$ cat src/rtl/sipo_frame_rx_pkg.sv
// Shared definitions for the PISO/SIPO pair: FSM state encodings and the default word width.
package sipo_frame_rx_pkg;

  localparam int SIPO_DEFAULT_WIDTH = 4;

  localparam logic ST_IDLE  = 1'b0;
  localparam logic ST_SHIFT = 1'b1;

endpackage

$ cat src/rtl/sipo_frame_rx_shift_core.sv
// Shift register and bit counter for the SIPO receiver; flags the bit that completes a word.
module sipo_shift_core import sipo_frame_rx_pkg::*; #(
  parameter int WIDTH = SIPO_DEFAULT_WIDTH
) (
  input  logic             clk,
  input  logic             rst,
  input  logic             serial_in,
  input  logic             shift_en,
  input  logic             restart,
  output logic [WIDTH-1:0] word,
  output logic             word_done
);

  localparam int CW = $clog2(WIDTH + 1);
  localparam logic [CW-1:0] CNT_ONE  = CW'(1);
  localparam logic [CW-1:0] CNT_LAST = CW'(WIDTH - 1);

  logic [WIDTH-1:0] sreg;
  logic [CW-1:0]    count;

  // A restart bit always begins a new word, so it can never be the completing bit.
  always_comb begin
    word      = {sreg[WIDTH-2:0], serial_in};
    word_done = shift_en && !restart && (count == CNT_LAST);
  end

  always_ff @(posedge clk or posedge rst) begin
    if (rst) begin
      sreg  <= '0;
      count <= '0;
    end else if (shift_en) begin
      if (restart) begin
        sreg  <= {{(WIDTH-1){1'b0}}, serial_in};
        count <= CNT_ONE;
      end else if (word_done) begin
        sreg  <= word;
        count <= '0;
      end else begin
        sreg  <= word;
        count <= count + CNT_ONE;
      end
    end
  end

endmodule

$ cat src/rtl/sipo_frame_rx.sv
// SIPO frame receiver: framing FSM, one-entry valid/ready output buffer and sticky error flags.
module sipo_frame_rx import sipo_frame_rx_pkg::*; #(
  parameter int WIDTH      = SIPO_DEFAULT_WIDTH,
  parameter bit CONTINUOUS = 1'b0
) (
  input  logic             clk,
  input  logic             rst,
  input  logic             serial_in,
  input  logic             serial_valid,
  input  logic             frame_start,
  input  logic             out_ready,
  input  logic             clear_flags,
  output logic [WIDTH-1:0] parallel_out,
  output logic             out_valid,
  output logic             busy,
  output logic             overflow,
  output logic             frame_err
);

  logic             state;
  logic             state_next;
  logic             seen_word;
  logic             shift_en;
  logic             restart;
  logic             word_done;
  logic             load;
  logic [WIDTH-1:0] word;

  sipo_shift_core #(.WIDTH(WIDTH)) u_core (
    .clk       (clk),
    .rst       (rst),
    .serial_in (serial_in),
    .shift_en  (shift_en),
    .restart   (restart),
    .word      (word),
    .word_done (word_done)
  );

  // In IDLE only frame_start opens a word, unless continuous mode has already locked on.
  always_comb begin
    restart    = serial_valid && frame_start;
    shift_en   = serial_valid &&
                 ((state == ST_SHIFT) || frame_start || (CONTINUOUS && seen_word));
    state_next = state;
    if (shift_en) begin
      state_next = word_done ? ST_IDLE : ST_SHIFT;
    end
    load = word_done && (!out_valid || out_ready);
  end

  assign busy = (state == ST_SHIFT);

  always_ff @(posedge clk or posedge rst) begin
    if (rst) begin
      state     <= ST_IDLE;
      seen_word <= 1'b0;
    end else begin
      state <= state_next;
      if (word_done) begin
        seen_word <= 1'b1;
      end
    end
  end

  always_ff @(posedge clk or posedge rst) begin
    if (rst) begin
      out_valid    <= 1'b0;
      parallel_out <= '0;
    end else if (load) begin
      out_valid    <= 1'b1;
      parallel_out <= word;
    end else if (out_ready) begin
      out_valid <= 1'b0;
    end
  end

  // Clear takes priority over a set arriving in the same cycle.
  always_ff @(posedge clk or posedge rst) begin
    if (rst) begin
      overflow  <= 1'b0;
      frame_err <= 1'b0;
    end else if (clear_flags) begin
      overflow  <= 1'b0;
      frame_err <= 1'b0;
    end else begin
      if (word_done && out_valid && !out_ready) begin
        overflow <= 1'b1;
      end
      if (restart && (state == ST_SHIFT)) begin
        frame_err <= 1'b1;
      end
    end
  end

endmodule

$ cat config.mk
export PLATFORM = sky130hd
export DESIGN_NAME = sipo_frame_rx
export DESIGN_NICKNAME = d
export VERILOG_FILES = /design/src/rtl/sipo_frame_rx_pkg.sv /design/src/rtl/sipo_frame_rx_shift_core.sv /design/src/rtl/sipo_frame_rx.sv
export SDC_FILE = /design/constraint.sdc
export NUM_CORES = 1
export LEC_CHECK = 0
export BUFFER_PORTS_ARGS = -buffer_cell sky130_fd_sc_hd__buf_2
export CORE_MARGIN = 2
export CORE_UTILIZATION = 44
export DETAILED_ROUTE_END_ITERATION = 6
export PLACE_DENSITY_LB_ADDON = 0.3
export REMOVE_ABC_BUFFERS = 1
export SLEW_MARGIN = 20
export SYNTH_ARGS = -nofsm -noshare
export SYNTH_HDL_FRONTEND = slang
export SYNTH_HIERARCHICAL = 1
export SYNTH_SLANG_ARGS = --single-unit
$ cat constraint.sdc
create_clock -name clk -period 1.7 [get_ports clk]
set_clock_uncertainty 0.2 [all_clocks]
set_input_delay 0 -clock clk [delete_from_list [all_inputs] [get_ports clk]]
set_output_delay 0 -clock clk [all_outputs]
set_load 0.005 [all_outputs]
==> results.md <==
- Status: finished, final reports clean
- Synthesis-stage register bit count: 14
- Tmin final: 1.70 ns
- H-Tree Level Count: 1
- CP endpoint kind: flip-flop
- FF-to-FF Start: busy
- Final setup vio count: 0
- Pre-antenna DRT Iters: 4
- Largest net degree at the start of global routing: 9
- Critical Path RT: 1.66 ns
- Layout fillers: 101
- # diodes: 0
- Launch point of the worst path: busy
- Footprint of the multi-input gates: 244 um2
- Tightest Pin Transition: 0.331 ns
- Most common cell after layout, fill and taps aside: dfrtp_1
- CTS Root Cell: clkbuf_4
- Die area: 1710 um2
- Top cells by area, synth: dfrtp_1 (57%), mux2_4 (9.8%), inv_1 (3.7%), o21ai_0 (3.3%), nand2b_4 (2.2%)
- Critical path startpoint category: flip-flop
- Register area: 350 um2
- DRT Wirelength: 1210 um
- Max VDD drop: 0.658 mV
- Final period utilization: 99.8%
- Yosys top cell by area: dfrtp_1
- Critical Path AT: 1.66 ns
- Pre-CTS setup slack: 0.0352 ns
- Vias per cell: 4.68
- Number of global-route vias before repair: 458
- RePlAce Congestion: 0.739
- GRT Util Overall: 18.2%
- RSZ-0062 raised after global routing: yes
- WL/cell: 12.6 um
- Area Growth Syn to Fin: 39.7%
- Leakage power: 0.451 nW
- Power Dens Cells: 1200 nW/um2
- Die Width: 41.4 um
- IO buf count: 14
- Post-synthesis sequential area ratio: 57.0%
- Skew-Pair Late Insertion Delay: 0.27 ns
- DPL Wire Length: 798 um
- Initial antenna violation count: 0
- # rows: 13
- Core area: 1300 um2
- Number of antenna-violating nets in the routed design: 0
- Setup TNS Final: 0 ns
- Yosys warns: 6
- Grt ovf: 0
- Max Cap Viol: 0
- CTS sink count: 14
- CTS buffer count: 3
- Top-area cell type share of the netlist area: 57.0%
- Final hold slack: 0.0229 ns
- Smallest setup slack after layout: 0.00329 ns
- Setup CP Type: reg2reg
- Initial Utilization: 47.2%
- DR vias: 449
- Layout cell share with drive strength beyond 1: 40.7%
- Hold Vio Cnt, Final: 0
- Most frequent cells in the layout: dfrtp_1 (14), buf_2 (13), dlygate4sd3_1 (9), inv_1 (6), buf_4 (6)
- Chip height: 41.4 um
- Worst Hold Class: in2async
- CTS tree: yes
- CTS clock-pin slew for the worst setup and hold paths: 0.08 ns
- Final non-filler cell area: 858 um2
- Cells after Synth: 51
- Yosys cell types: 21
- # DRC: 0
- Placed inst area: 726 um2
- FMAX: 0.589 GHz
- First-pass GRT wire length: 1930 um
- # nets final: 91
- Syn Area/Cell: 12.0 um2
- Max-slew violations: 0
- IO Count: 15
- Critical Path Fanout Max: 4
- Mapped Area: 614 um2
- Slew margin rel.: 77.9%
- CTS Buffer Depth: 2
- 1st-iter DRT viols: 5
-- worst paths after layout --
| path | end | slack [ns] | cells after the start |
|---|---|---|---|
| min in group clk | overflow | 0.22 | 3 |
| worst max register to register | parallel_out[2] | 0.003 | 5 |
| worst min register to register | u_core/count[2] | 0.29 | 1 |
| max in group asynchronous | u_core/count[0] | 0.57 | 4 |
| worst min-delay path | parallel_out[0] | 0.02 | 3 |
| worst max-delay path | parallel_out[2] | 0.003 | 5 |
-- what timing repair did --
item	4_1_cts	5_1_grt
hold endpoints to repair	21	0
buffers inserted	0	2
resized for setup	0	3
endpoints found under the setup margin	0	6
hold buffers	9	0
-- per-stage QoR --
step	util, %	instances	power [mW]
2_1_floorplan	-	50	0.682
3_3_place_gp	55.8	83	0.800
3_5_place_dp	55.8	83	0.813
4_1_cts	64.4	95	1.02
5_1_grt	66.0	96	1.10
6_report	66.0	96	1.03
-- synth_stat cells --
| library cell | count |
|---|---|
| nand2b_4 | 1 |
| o21a_1 | 1 |
| and2b_2 | 1 |
| mux2_4 | 4 |
| nand2_4 | 1 |
| a31oi_1 | 1 |
| nand2b_1 | 2 |
| ha_1 | 1 |
| or2b_1 | 1 |
| mux2_2 | 1 |
| and2_1 | 2 |
| a21oi_1 | 2 |
| dfrtp_1 | 14 |
| a2bb2oi_1 | 1 |
| buf_4 | 1 |
| nand2_1 | 2 |
| nor2_1 | 3 |
| and2b_1 | 1 |
| o21ai_0 | 4 |
| inv_1 | 6 |
| nand3_1 | 1 |
-- metal layers --
metal | global-route usage (%) | vias up | part of all wire, %
met5 | 0 | - | 0
met4 | 9.68 | 0 | 0
met3 | 4.79 | 0 | 3.8
met2 | 28.9 | 8 | 47
met1 | 22.4 | 212 | 49
li1 | - | 229 | -
-- registers in the layout (all words and copies together) (netlist names) --
| name | cells |
|---|---|
| u_core/count | 3 |
| overflow | 1 |
| parallel_out | 4 |
| frame_err | 1 |
| u_core/sreg | 3 |
| out_valid | 1 |
| busy | 1 |
-- where the power goes --
part / total (mW) / internal [mW] / leakage (nW) / switching (mW)
combinational: 0.359 / 0.224 / 0.262 / 0.135
sequential: 0.489 / 0.429 / 0.175 / 0.0595
clock: 0.180 / 0.0820 / 0.0138 / 0.0975
total: 1.03 / 0.735 / 0.451 / 0.292
-- cell families (layout without fill, tap and decap cells) --
family / count (synthesis) / count (layout) / synth area share [%]
AO/OA/AOI/OAI: 9 / 9 / 8.56
adder cells (fa/ha/maj): 1 / 1 / 2.04
buffers and inverters: 7 / 37 / 4.89
flip-flops: 14 / 14 / 57.0
multiplexers: 5 / 5 / 11.6
AND/OR/NAND/NOR: 15 / 15 / 15.9
-- critical path, cell delays in order (launching register included) --
cell and delay, ns:
dfrtp_1 0.39, o21a_1 0.19, and2b_2 0.20, and2b_2 0.21, nand2_4 0.10, mux2_4 0.30
-- final cells by class --
class	count	area share, %
multi-input cells	30	28.4
flip-flops and latches	14	40.8
clock buffers	3	2.62
well taps	15	2.19
repair buffers	28	23.3
inverters	6	2.62
(Power assumes the default switching activity.)
